$ cat config.mk
export PLATFORM = sky130hd
export DESIGN_NAME = cam_pixel_capture
export DESIGN_NICKNAME = d
export VERILOG_FILES = /design/src/rtl/cam_pkg.sv /design/src/rtl/cam_input_sync.sv /design/src/rtl/cam_pixel_capture.sv
export SDC_FILE = /design/constraint.sdc
export NUM_CORES = 1
export LEC_CHECK = 0
export ABC_AREA = 1
export BUFFER_PORTS_ARGS = -buffer_cell sky130_fd_sc_hd__buf_2
export CAP_MARGIN = 25
export CELL_PAD_IN_SITES_DETAIL_PLACEMENT = 0
export CELL_PAD_IN_SITES_GLOBAL_PLACEMENT = 2
export CORE_ASPECT_RATIO = 1.75
export CORE_MARGIN = 1
export CORE_UTILIZATION = 30
export DETAILED_ROUTE_END_ITERATION = 8
export PLACE_DENSITY_LB_ADDON = 0.1
export SYNTH_ARGS = -nofsm -noshare
export SYNTH_HDL_FRONTEND = slang
export SYNTH_SLANG_ARGS = --single-unit
$ cat constraint.sdc
create_clock -name clk -period 7.31 [get_ports clk]
set_clock_uncertainty 0.15 [all_clocks]
set_input_delay 1.0965 -clock clk [delete_from_list [all_inputs] [get_ports clk]]
set_output_delay 1.0965 -clock clk [all_outputs]
set_load 0.005 [all_outputs]
$ cat src/rtl/cam_pkg.sv
// Shared types and constants for the OV7670 pixel capture front-end.
// Optional feature macro: CAM_GRAYSCALE_EN (see cam_pixel_capture).
package cam_pkg;

  typedef enum logic [1:0] {
    IDLE,
    ARM,
    CAPTURE,
    DONE
  } cap_state_t;

  typedef struct packed {
    logic [4:0] r;
    logic [5:0] g;
    logic [4:0] b;
  } rgb565_t;

  // BT.601-style luma weights scaled by 256
  localparam logic [7:0] LUMA_R = 8'd77;
  localparam logic [7:0] LUMA_G = 8'd150;
  localparam logic [7:0] LUMA_B = 8'd29;

  // Expands each channel to 8 bits by bit replication, then forms the
  // weighted sum; the weights total 256 so the sum always fits 16 bits.
  function automatic logic [7:0] rgb565_to_luma(input rgb565_t px);
    logic [7:0]  r8;
    logic [7:0]  g8;
    logic [7:0]  b8;
    logic [15:0] sum;
    r8  = {px.r, px.r[4:2]};
    g8  = {px.g, px.g[5:4]};
    b8  = {px.b, px.b[4:2]};
    sum = ({8'h00, r8} * {8'h00, LUMA_R}) +
          ({8'h00, g8} * {8'h00, LUMA_G}) +
          ({8'h00, b8} * {8'h00, LUMA_B});
    return sum[15:8];
  endfunction

endpackage

$ cat src/rtl/cam_input_sync.sv
// Two-flop synchronizer for the camera bus. All 11 camera bits share one
// flop chain so p_clock, vsync, href and p_data stay mutually aligned; a
// third stage on the control bits provides the edge strobes.
module cam_input_sync
  import cam_pkg::*;
(
  input  logic       clk,
  input  logic       rst,
  input  logic       p_clock,
  input  logic       vsync,
  input  logic       href,
  input  logic [7:0] p_data,
  output logic       href_s,
  output logic [7:0] data_s,
  output logic       pclk_rise,
  output logic       vsync_rise,
  output logic       vsync_fall,
  output logic       href_fall
);

  logic [10:0] meta;
  logic [10:0] sync;
  logic [2:0]  prev;

  // Synchronizer chain plus one delayed copy of p_clock/vsync/href for edges
  always_ff @(posedge clk or posedge rst) begin
    if (rst) begin
      meta <= '0;
      sync <= '0;
      prev <= '0;
    end else begin
      meta <= {p_clock, vsync, href, p_data};
      sync <= meta;
      prev <= sync[10:8];
    end
  end

  assign href_s     = sync[8];
  assign data_s     = sync[7:0];
  assign pclk_rise  = sync[10] & ~prev[2];
  assign vsync_rise = sync[9] & ~prev[1];
  assign vsync_fall = ~sync[9] & prev[1];
  assign href_fall  = ~sync[8] & prev[0];

endmodule

$ cat src/rtl/cam_pixel_capture.sv
// OV7670 capture front-end: oversampled camera bus -> RGB565 pixels ->
// DECIM x DECIM decimation -> frame-buffer writes plus a frame-done pulse.
// Optional feature macro: CAM_GRAYSCALE_EN converts each kept pixel to
// 8-bit luma through one extra pipeline stage.
module cam_pixel_capture
  import cam_pkg::*;
#(
  parameter int IMG_W = 640,
  parameter int IMG_H = 480,
  parameter int DECIM = 4,
  parameter int AW    = 15
) (
  input  logic          clk,
  input  logic          rst,
  input  logic          start,
  input  logic          p_clock,
  input  logic          vsync,
  input  logic          href,
  input  logic [7:0]    p_data,
  output logic          busy,
  output logic          frame_done,
  output logic          short_frame,
  output logic          line_err,
  output logic          wr_en,
  output logic [AW-1:0] wr_addr,
  output logic [15:0]   wr_data
);

  localparam int OUT_W = IMG_W / DECIM;
  localparam int OUT_H = IMG_H / DECIM;
  localparam int LAST  = OUT_W * OUT_H - 1;
  localparam int RW    = $clog2(IMG_H + 1);
  localparam int CW    = $clog2(IMG_W + 1);

  localparam logic [AW-1:0] LAST_ADDR = AW'(LAST);
  localparam logic [AW-1:0] OUT_W_A   = AW'(OUT_W);
  localparam logic [RW-1:0] ROW_MASK  = RW'(DECIM - 1);
  localparam logic [RW-1:0] ROW_LIM   = RW'(IMG_H);
  localparam logic [CW-1:0] COL_MASK  = CW'(DECIM - 1);
  localparam logic [CW-1:0] COL_LIM   = CW'(IMG_W);

  cap_state_t    state;
  cap_state_t    next_state;

  logic          href_s;
  logic [7:0]    data_s;
  logic          pclk_rise;
  logic          vsync_rise;
  logic          vsync_fall;
  logic          href_fall;

  logic [RW-1:0] row;
  logic [CW-1:0] col;
  logic          byte_phase;
  logic [7:0]    hi_byte;
  logic [AW-1:0] addr_cnt;
  logic [AW-1:0] line_base;
  logic [AW-1:0] next_base;

  logic          pix_en;
  logic [AW-1:0] pix_addr;
  rgb565_t       pix_data;

  logic          row_live;
  logic          row_kept;
  logic          byte_ok;

  cam_input_sync u_sync (
    .clk        (clk),
    .rst        (rst),
    .p_clock    (p_clock),
    .vsync      (vsync),
    .href       (href),
    .p_data     (p_data),
    .href_s     (href_s),
    .data_s     (data_s),
    .pclk_rise  (pclk_rise),
    .vsync_rise (vsync_rise),
    .vsync_fall (vsync_fall),
    .href_fall  (href_fall)
  );

  assign row_live = (row < ROW_LIM);
  assign row_kept = row_live && ((row & ROW_MASK) == '0);
  assign byte_ok  = pclk_rise && href_s && row_live;

  // Start of the next kept row, pinned to the last valid address
  always_comb begin
    next_base = line_base + OUT_W_A;
    if (int'(line_base) + OUT_W > LAST) begin
      next_base = LAST_ADDR;
    end
  end

  // Capture state register
  always_ff @(posedge clk or posedge rst) begin
    if (rst) begin
      state <= IDLE;
    end else begin
      state <= next_state;
    end
  end

  // Next-state and status decode
  always_comb begin
    next_state = state;
    busy       = 1'b0;
    frame_done = 1'b0;
    case (state)
      IDLE: begin
        if (start) begin
          next_state = ARM;
        end
      end
      ARM: begin
        busy = 1'b1;
        if (vsync_fall) begin
          next_state = CAPTURE;
        end
      end
      CAPTURE: begin
        busy = 1'b1;
        if (vsync_rise) begin
          next_state = DONE;
        end
      end
      DONE: begin
        frame_done = 1'b1;
        next_state = IDLE;
      end
      default: next_state = IDLE;
    endcase
  end

  // Byte pairing, row/column tracking, running address and sticky flags
  always_ff @(posedge clk or posedge rst) begin
    if (rst) begin
      row         <= '0;
      col         <= '0;
      byte_phase  <= 1'b0;
      hi_byte     <= '0;
      addr_cnt    <= '0;
      line_base   <= '0;
      pix_en      <= 1'b0;
      pix_addr    <= '0;
      pix_data    <= '0;
      short_frame <= 1'b0;
      line_err    <= 1'b0;
    end else begin
      pix_en <= 1'b0;
      if (state == IDLE && start) begin
        short_frame <= 1'b0;
        line_err    <= 1'b0;
      end
      if (state == ARM && vsync_fall) begin
        row        <= '0;
        col        <= '0;
        byte_phase <= 1'b0;
        addr_cnt   <= '0;
        line_base  <= '0;
      end
      if (state == CAPTURE) begin
        if (vsync_rise) begin
          if (row_live) begin
            short_frame <= 1'b1;
          end
        end else if (href_fall) begin
          row <= (row == '1) ? row : row + 1'b1;
          col <= '0;
          if (byte_phase) begin
            line_err   <= 1'b1;
            byte_phase <= 1'b0;
          end
          if (row_kept) begin
            line_base <= next_base;
            addr_cnt  <= next_base;
          end else begin
            addr_cnt <= line_base;
          end
        end else if (byte_ok) begin
          if (col >= COL_LIM) begin
            line_err <= 1'b1;
          end else if (!byte_phase) begin
            hi_byte    <= data_s;
            byte_phase <= 1'b1;
          end else begin
            byte_phase <= 1'b0;
            col        <= (col == '1) ? col : col + 1'b1;
            if (row_kept && ((col & COL_MASK) == '0)) begin
              pix_en   <= 1'b1;
              pix_addr <= addr_cnt;
              pix_data <= {hi_byte, data_s};
              addr_cnt <= (addr_cnt == LAST_ADDR) ? addr_cnt : addr_cnt + 1'b1;
            end
          end
        end
      end
    end
  end

`ifdef CAM_GRAYSCALE_EN
  // Luma conversion stage; address travels alongside to stay aligned
  always_ff @(posedge clk or posedge rst) begin
    if (rst) begin
      wr_en   <= 1'b0;
      wr_addr <= '0;
      wr_data <= '0;
    end else begin
      wr_en <= pix_en;
      if (pix_en) begin
        wr_addr <= pix_addr;
        wr_data <= {8'h00, rgb565_to_luma(pix_data)};
      end
    end
  end
`else
  assign wr_en   = pix_en;
  assign wr_addr = pix_addr;
  assign wr_data = pix_data;
`endif

endmodule

==> results.json <==
{
  "reg2reg_to": "wr_addr[5]",
  "cts_setup_buffers": 0,
  "nFillCells": 2073,
  "drc": 0,
  "cts-root-buf": "clkbuf_16",
  "clockPowerShare_pct": 35.9,
  "start_util_pct": 30.9,
  "place_congestion": 0.775,
  "r2r_start": "state[0]",
  "ant_nets": 0,
  "pwr-share-seq_pct": 38.4,
  "drv_slew": 0,
  "placed_cell_area_um2": 6410,
  "hold_viol": 0,
  "die_area_um2": 20500,
  "grt_overflow": 0,
  "powerDensity_nw_per_um2": 328,
  "synth_top_area_share_pct": 49.9,
  "clock_latency_ns": 0.42,
  "dp_hpwl_um": 11500,
  "cts_hold_buf": 0,
  "outcome": "finished, final reports clean",
  "min_to": "u_sync.sync[10]",
  "ys_seq_elements": 119,
  "tritoncts": "built",
  "hold_depth": 0,
  "p_sw_share_pct": 35.1,
  "yosys-top-cells-area": "dfrtp_1, nand2_1, inv_1, o21ai_0, nand3_1",
  "p_sw_w": 0.000807,
  "avgSynthCellArea_um2": 8.22,
  "grt_max_degree": 72,
  "cts_buffers": 17,
  "p_int_w": 0.00149,
  "routed_wl_um": 15900,
  "first_global_vias": 4940,
  "power_frac_comb_pct": 25.7,
  "syn_area_um2": 5970,
  "clock.fmax_mhz": 349,
  "core_area_um2": 19300,
  "final_nets": 803,
  "p_total_w": 0.00230,
  "tns_ns": 0,
  "clkTransAtPathRegs_ns": 0.06,
  "yosysTopAreaCell": "dfrtp_1",
  "p_leak_nw": 3.58,
  "cts_resized": 0,
  "syn_inst": 726,
  "die_y_um": 189,
  "async_reset_ff_share_pct": 100,
  "die_x_um": 109,
  "io_pins": 50,
  "fin_crit_sh_pct": 39.1,
  "drive_gt1_share_pct": 15.6,
  "num_vias": 4906,
  "r2r_cells": 9,
  "post-route-worst-setup-slack_ns": 4.45,
  "numPortBuffers": 49,
  "fin_crit_ns": 2.86,
  "ff2ff_setup_slack_ns": 4.45,
  "end_kind": "flop",
  "routedWlPerCell_um": 15.4,
  "hp-class": "reg -> reg",
  "synth-edff-count": 0,
  "rows": 67,
  "dp_slack_ns": 4.39,
  "rsz0062_at_grt": "false",
  "worstPathRequired_ns": 7.43,
  "synth_flop_cell": "dfrtp_1",
  "synth_cell_types": 44,
  "antenna_found_initial": 0,
  "layout_common_cells": "nand2_1, dfrtp_1, inv_1",
  "grt_pass1_wl_um": 25700,
  "track_usage_pct": 16.6,
  "crit_fanout": 52,
  "synth_sequential_area_ratio_pct": 49.9,
  "worst_slew_pin_slew_ns": 0.937,
  "viasPerCell": 4.76,
  "synth_fp_nets": 752,
  "slew_headroom_pct": 37.5,
  "clock_sinks": 119,
  "layout_commonest_cell": "nand2_1",
  "worstHoldStart": "u_sync.meta[10]",
  "clockBufferDepth": 2,
  "critical_path_class": "reg -> reg",
  "synthToLayoutAreaGrowth_pct": 17.3,
  "crit_path_start_kind": "flop",
  "cts-htree-levels": 4,
  "arrival_ns": 2.98,
  "first_pass_iters": 4,
  "drt_iter0_markers": 211,
  "yosysWarnings": 0,
  "antenna_cells_inserted": 0,
  "setup_viol_count_final": 0,
  "peakVddDrop_mv": 0.172,
  "design_area_um2": 7000,
  "maxCapViolCount": 0
}
[kinds of logic (layout without fill, tap and decap cells)]
kind of cell,count (synthesis),after routing,share of synthesized area [%]
AOI/OAI and AO/OA,129,129,12.0
buffers and inverters,117,181,8.16
adders and majority gates,12,12,2.52
DFF,119,119,49.9
xor gates and xnor gates,7,7,1.03
and+or+nand+nor,342,342,26.4
[per-layer routing]
metal | part of all wire (%) | track usage, %
met1 | 41 | 18.0
met2 | 54 | 30.4
met3 | 3.1 | 3.11
met4 | 1.8 | 7.22
met5 | 0 | 0
[worst max path at each step]
stage | start | end | slack (ns) | depth (start not counted)
6_report | state[0] | wr_addr[5] | 4.45 | 9
2_1_floorplan | rst | addr_cnt[0] | 2.91 | 1
5_1_grt | state[0] | wr_addr[8] | 4.11 | 9
3_5_place_dp | state[0] | wr_addr[10] | 4.39 | 9
3_3_place_gp | state[0] | wr_addr[8] | 4.47 | 9
4_1_cts | state[0] | wr_addr[10] | 4.36 | 9
[through the flow]
step | hold WS, ns | cells | utilization (%)
after CTS | 0.200 | 1031 | 36.3
after detailed placement | 0.186 | 999 | 33.3
after floorplan | 0.181 | 726 | -
after global placement | 0.181 | 999 | 33.3
final | 0.198 | 1031 | 36.3
after global routing | 0.204 | 1031 | 36.3
[flip-flops by register name (all words and copies together) (netlist names)]
register,cells
state,2
u_sync.sync,11
u_sync.prev,3
hi_byte,8
line_err,1
row,9
byte_phase,1
wr_data,16
col,10
wr_en,1
short_frame,1
u_sync.meta,11
wr_addr,15
line_base,15
addr_cnt,15
[power by group through the flow]
stage	registers, W	clock network, W	logic [W]
finish	0.000882	0.000826	0.000591
global route	0.000899	0.000875	0.000683
CTS	0.000883	0.000848	0.000604
detailed placement	0.000893	0	0.000601
global placement	0.000890	0	0.000593
floorplan	0.000856	0	0.000443
[Yosys cell counts, types with 2 or more instances]
cell and instances:
a21oi_1 28, buf_2 10, nor2_2 5, xor2_1 6, nor3_2 2, buf_6 2
nand2_1 207, a21boi_1 5, ha_1 12, o21ai_0 54, nand2_4 5, nor2_1 27
o22ai_1 4, nand4_1 14, inv_2 6, dfrtp_1 119, nand4_2 2, o21ai_1 16
clkbuf_1 3, nor2_4 3, nand2_2 10, or2_2 2, a31oi_1 7, nor3_1 9
nand3_1 48, o31ai_1 9, buf_4 2, inv_1 91, nand3b_1 3
[cell type report]
| type | instances | area (µm²) | area share [%] |
|---|---|---|---|
| clock inverters | 12 | 128 | 1.82 |
| inverters | 98 | 370 | 5.29 |
| flip-flops and latches | 119 | 2980 | 42.6 |
| repair buffers | 51 | 260 | 3.72 |
| multi-input cells | 490 | 2500 | 35.8 |
| well taps | 241 | 302 | 4.31 |
| clock buffers | 20 | 457 | 6.53 |
[worst max-delay path, stage by stage, from the launching register on]
cell and delay (ns):
dfrtp_1 0.40, inv_1 0.12, ha_1 0.25, nand2_4 0.20, nor2_4 0.39, nand2_4 0.12, nor2_4 0.36, inv_2 0.42
nand2_1 0.17, o21ai_0 0.09
No activity file was read; power rests on OpenSTA's default activity.
